<file path="config.mk">
export PLATFORM = sky130hd
export DESIGN_NAME = mod_down_counter
export DESIGN_NICKNAME = d
export VERILOG_FILES = /design/src/rtl/mod_down_counter.sv
export SDC_FILE = /design/constraint.sdc
export NUM_CORES = 1
export LEC_CHECK = 0
export BUFFER_PORTS_ARGS = -buffer_cell sky130_fd_sc_hd__buf_2
export CELL_PAD_IN_SITES_DETAIL_PLACEMENT = 1
export CELL_PAD_IN_SITES_GLOBAL_PLACEMENT = 2
export CORE_AREA = 2 2 39 41
export CTS_BUF_LIST = sky130_fd_sc_hd__clkbuf_8
export CTS_CLUSTER_DIAMETER = 200
export DETAILED_ROUTE_END_ITERATION = 10
export DIE_AREA = 0 0 41 43
export GPL_TIMING_DRIVEN = 0
export PLACE_DENSITY = 0.53
export REMOVE_ABC_BUFFERS = 1
export SKIP_LAST_GASP = 1
export SLEW_MARGIN = 20
export SYNTH_ARGS = -nofsm -noshare
export SYNTH_HDL_FRONTEND = slang
export SYNTH_SLANG_ARGS = --single-unit
</file>
<file path="constraint.sdc">
create_clock -name CLK -period 1.66 [get_ports CLK]
set_input_delay 0.332 -clock CLK [delete_from_list [all_inputs] [get_ports CLK]]
set_output_delay 0.332 -clock CLK [all_outputs]
set_load 0.005 [all_outputs]
</file>
<file path="src/rtl/mod_down_counter.sv">
// ---------------------------------------------------------------------------
// mod_down_counter
//
// Synchronous, loadable, modulo-MOD down counter. It is the counting-down
// partner of counter3 and is used by the ALU sequencer for remaining-cycle
// and iteration counts.
//
// WIDTH sets the count register and DIN/OUT width. The modulus gives a count
// range of 0..MOD-1 and must satisfy 2 <= MOD <= 2**WIDTH.
//
// Ports
//   CLK   in  1      rising-edge clock
//   RST_N in  1      asynchronous active-low reset (OUT=0, BRW=0)
//   CNT   in  1      count enable, decrement by one per edge
//   LOAD  in  1      synchronous load strobe, has priority over CNT
//   DIN   in  WIDTH  load value, values above MOD-1 clamp to MOD-1
//   OUT   out WIDTH  registered count
//   ZERO  out 1      OUT == 0, decoded straight from the register
//   BRW   out 1      registered one-cycle pulse after a wrap at zero
//
// The saturating build holds the count at 0 instead of wrapping to MOD-1
// when counting at zero; BRW still pulses to flag the underflow attempt.
// ---------------------------------------------------------------------------
module mod_down_counter #(
    parameter int WIDTH = 3,
    parameter int MOD   = 6
) (
    input  logic             CLK,
    input  logic             RST_N,
    input  logic             CNT,
    input  logic             LOAD,
    input  logic [WIDTH-1:0] DIN,
    output logic [WIDTH-1:0] OUT,
    output logic             ZERO,
    output logic             BRW
);

    // Reject illegal moduli at elaboration time.
    generate
        if (MOD < 2 || MOD > (1 << WIDTH)) begin : g_bad_mod
            $error("mod_down_counter: MOD=%0d outside 2..2**WIDTH", MOD);
        end
    endgenerate

    // Largest legal count; with MOD == 2**WIDTH this is all ones.
    localparam logic [WIDTH-1:0] MAX_CNT = WIDTH'(MOD - 1);

    logic [WIDTH-1:0] cnt_q, cnt_d;
    logic             brw_q, brw_d;

    always_comb begin
        cnt_d = cnt_q;
        brw_d = 1'b0;
        if (LOAD) begin
            // Out-of-range load values clamp rather than wrap.
            cnt_d = (DIN > MAX_CNT) ? MAX_CNT : DIN;
        end else if (CNT) begin
            if (cnt_q == '0) begin
                brw_d = 1'b1;
`ifdef MOD_DOWN_COUNTER_SAT_EN
                cnt_d = '0;
`else
                cnt_d = MAX_CNT;
`endif
            end else begin
                cnt_d = cnt_q - 1'b1;
            end
        end
    end

    always_ff @(posedge CLK or negedge RST_N) begin
        if (!RST_N) begin
            cnt_q <= '0;
            brw_q <= 1'b0;
        end else begin
            cnt_q <= cnt_d;
            brw_q <= brw_d;
        end
    end

    assign OUT  = cnt_q;
    assign ZERO = (cnt_q == '0);
    assign BRW  = brw_q;

endmodule

</file>
After elaboration in Yosys (flattened, before gate mapping)
Cells that the tools add are included.

Word-level logic and storage cells: 13. Input bits: 7. Output and inout port bits: 5. Register bits: 4.

Reductions and logical operators: 2. Add/subtract/negate cells: 1. Order comparisons: 1. Muxes and demuxes: 7.

Operator list (number): $mux W3 (4); $gt A3 B3 Y1 const B (1); $logic_not A3 Y1 (1); $mux W1 (3); $sub A3 B1 Y3 const B (1); $reduce_bool A2 Y1 (1).

Longest topological paths before layout
Depth in word-level cells: 4. Mapped depth: 5. Depth with buffers taken out: 5.

Worst setup path before layout
Ideal clock, no wire load.

Path kind: register -> register. Start: register cnt_q[0] (netlist: OUT[0]). End: register cnt_q[0] (netlist: OUT[0]). Cell stages (with the launch flop): 6. Required time: 1.534 ns. Path buffers: 0. Arrival: 0.934 ns. Library setup time: 0.126 ns. Clock period less this slack: 1.059 ns. Setup slack: 0.601 ns. Cells stage by stage: dfrtp_1 > nor2_1 > ha_1 > nand3b_1 > o21ai_0 > mux2i_1.

Word-level cells in the longest chain between the ends: 4. Elaborated cells between the ends (all ways): 5. Classes of those cells: 1 x add/sub; 3 x mux; 1 x reduce/logical.

RTL lines: start: declaration (line 48) `logic [WIDTH-1:0] cnt_q, cnt_d;`; start signal: assignment (line 76) `cnt_q <= cnt_d;`; $logic_not A3 Y1; named net ZERO (line 34) `output logic ZERO,`; $mux W3 (line 58) `if (cnt_q == '0) begin`; $mux W3 (line 57) `end else if (CNT) begin`; $mux W3 (line 54) `if (LOAD) begin`.

The timed path passes the listed nets, and every way through them passes these cells. The select of a mux whose other input is x is not followed. A chain may end at the register's enable or synchronous reset.

Final worst setup path
Start: register cnt_q[0] (netlist: OUT[0]). End: output ZERO.

Word-level cells in the longest chain between the ends: 1.

RTL lines: $logic_not A3 Y1 (line 82) `assign ZERO = (cnt_q == '0);`; end: declaration (line 34).

Every way passes these cells.

==> flow_metrics.env <==
export IMPL_outcome="complete, no violations"
export IMPL_post_route_core_utilization=0.241
export IMPL_worstHoldStart="LOAD"
export IMPL_clk_insertion_delay_late_ns=0.22
export IMPL_synth_compound_gate_area_share=0.157
export IMPL_worst_pin_slew_ns=0.238
export IMPL_layout_setup_ws_ns=0.264
export IMPL_layout_common_cells="buf_2, dfrtp_1, nand2_1, o21ai_0, clkbuf_8"
export IMPL_start_kind="flop"
export IMPL_minimum_period_implied_by_the_final_worst_setup_slack_ns=1.40
export IMPL_post_synth_fa_ha_maj_area_fraction=0.0602
export IMPL_cts_root_buf="clkbuf_8"
export IMPL_drv_max_cap_violation_count=0
export IMPL_grt_max_degree=8
export IMPL_hold_ws_ns=0.353
export IMPL_num_rows=14
export IMPL_postRouteWirelength_um=570
export IMPL_finalHoldViolations=0
export IMPL_path_max_fanout=6
export IMPL_cts_max_path_buffers=2
export IMPL_tritoncts_clock_tree="built"
export IMPL_count_of_fill_cells_added_during_filler_insertion=171
export IMPL_setup_tns_ns=0
export IMPL_floorplan_initialDensity=0.150
export IMPL_netlist_cell_type_count=12
export IMPL_antenna_found_initial=0
export IMPL_groute_usage_overall=0.0948
export IMPL_drc=0
export IMPL_slew_viol_final=0
export IMPL_critical_path_end_type="output port"
export IMPL_syn_area_per_cell_um2=9.44
export IMPL_core_um2=1380
export IMPL_area_sequential_um2=100
export IMPL_power_density_nw_per_um2=1150
export IMPL_dpl_worst_slack_ns=0.480
export IMPL_clk_pin_slew_worst_paths_ns=0.03
export IMPL_postSynthRegisterBits=4
export IMPL_synthesis_yosys_warnings=0
export IMPL_area_growth_pct=60.8
export IMPL_cts_sink_count=4
export IMPL_floorplan_die_width_um=41
export IMPL_antennaDiodeCount=0
export IMPL_layout_commonest_cell="buf_2"
export IMPL_timing_final_crit_share=0.841
export IMPL_synth_seq_area_share=0.482
export IMPL_area_of_the_multi_input_gates_um2=104
export IMPL_cts_buffers=3
export IMPL_timing_rr_start="OUT[0]"
export IMPL_vias_in_the_first_global_route=224
export IMPL_postRouteAntennaNets=0
export IMPL_post_synth_xor_area_fraction=0
export IMPL_worstSetupPathType="reg2out"
export IMPL_first_pass_grt_wire_length_um=938
export IMPL_dominant_combinational_cell_family_by_area_after_synthesis="simple AND/OR/NAND/NOR gates"
export IMPL_worstSetupStartpoint="OUT[0]"
export IMPL_layout_nets=47
export IMPL_final_layout_size_suffix_gt1_frac=0.378
export IMPL_gp_routability_congestion=0.637
export IMPL_wl_per_cell_um=10.8
export IMPL_synth_area_top_cells="dfrtp_1, o21ai_0, ha_1"
export IMPL_total_power_w=0.000383
export IMPL_synth_top_area_cell="dfrtp_1"
export IMPL_drt_pass1_iterations=2
export IMPL_synthesized_netlist_cell_count=22
export IMPL_post_synth_top_area_share=0.482
export IMPL_routed_via_density=4.23
export IMPL_worst_ep_required_time_ns=1.33
export IMPL_cts_htree_levels=1
export IMPL_synthesis_area_um2=208
export IMPL_number_of_port_buffers=11
export IMPL_min_delay_path_class="in2reg"
export IMPL_worst_slew_margin_rel=0.839
export IMPL_die_area_um2=1760
export IMPL_grt_overflow_total=0
export IMPL_rsz_0062_raised_after_global_routing="no"
export IMPL_setup_viol=0
export IMPL_detailroute_via_count=224
export IMPL_max_vdd_ir_drop_v=0.000351
export IMPL_synth_simple_area_share=0.235
export IMPL_max_freq_mhz=716
export IMPL_power_static_leakage_nw=0.167
export IMPL_die_height_um=43
export IMPL_share_of_cell_area_taken_by_muxes_after_synthesis=0.0482
export IMPL_dr_first_iter_drc_count=1
export IMPL_timing_critical_path_arrival_ns=1.06
export IMPL_pin_count=12
export IMPL_cts_repair_resize_count=0
export IMPL_timing_clock_skew_ns=0.000293
flip-flops by register name, indices dropped and copies added (netlist names):
register  cells
OUT           3
BRW           1
worst max-delay path, stage by stage, from the launching register on:
cell and delay [ns]:
dfrtp_1 0.42, nor2_1 0.12, ha_1 0.19, buf_2 0.12
metal layers:
| metal | track usage | vias up | wire length, um |
|---|---|---|---|
| met5 | 0 | - | 0 |
| met4 | 0.120 | 0 | 24 |
| met3 | 0.0628 | 3 | 63 |
| met2 | 0.109 | 13 | 274 |
| met1 | 0.0945 | 101 | 207 |
| li1 | - | 107 | - |
where the power goes:
group          total [W]  switching [W]  leakage (nW)  internal, W
Clock           0.000207      0.0000522        0.0216     0.000155
Sequential      0.000118      0.0000102        0.0488     0.000108
Combinational  0.0000577      0.0000276        0.0968    0.0000301
kinds of logic (layout without fill, tap and decap cells):
| family | count (synthesis) | count (layout) |
|---|---|---|
| multiplexers | 1 | 1 |
| flip-flops | 4 | 4 |
| AO/OA/AOI/OAI | 6 | 6 |
| buffers and inverters | 1 | 16 |
| adder cells (fa/ha/maj) | 1 | 1 |
| AND/OR/NAND/NOR | 9 | 9 |
what timing repair did:
item                                   in CTS  in global routing
setup buffers                               0                  0
endpoints found under the hold margin       4                  0
hold buffers                                1                  0
layout make-up:
cell class | count | share of cell area
Multi-Input combinational cell | 17 | 0.311
Sequential cell | 4 | 0.300
Timing Repair Buffer | 12 | 0.195
Clock buffer | 3 | 0.124
Tap cell | 16 | 0.0599
Inverter | 1 | 0.0112
through the flow:
| step | instance area (um2) | cells |
|---|---|---|
| 4_1_cts | 334 | 53 |
| 6_report | 334 | 53 |
| 5_1_grt | 334 | 53 |
| 3_3_place_gp | 283 | 49 |
| 2_1_floorplan | 208 | 22 |
| 3_5_place_dp | 283 | 49 |
path summary, 6_finish.rpt:
kind	endpoint	slack (ns)	cells after the start
setup / recovery	ZERO	0.26	3
hold / removal	BRW	0.35	2
setup reg to reg	OUT[0]	0.49	5
hold reg to reg	OUT[1]	0.61	2
max in group asynchronous	OUT[2]	1.10	2
min in group asynchronous	OUT[0]	0.45	2
synthesized netlist by cell type:
library cell and number:
a211oi_1 1, a21oi_1 2, dfrtp_1 4, ha_1 1, inv_1 1, mux2i_1 1
nand2_1 3, nand2b_1 2, nand3b_1 1, nor2_1 2, nor4bb_1 1, o21ai_0 3
No activity file was read; power rests on OpenSTA's default activity.
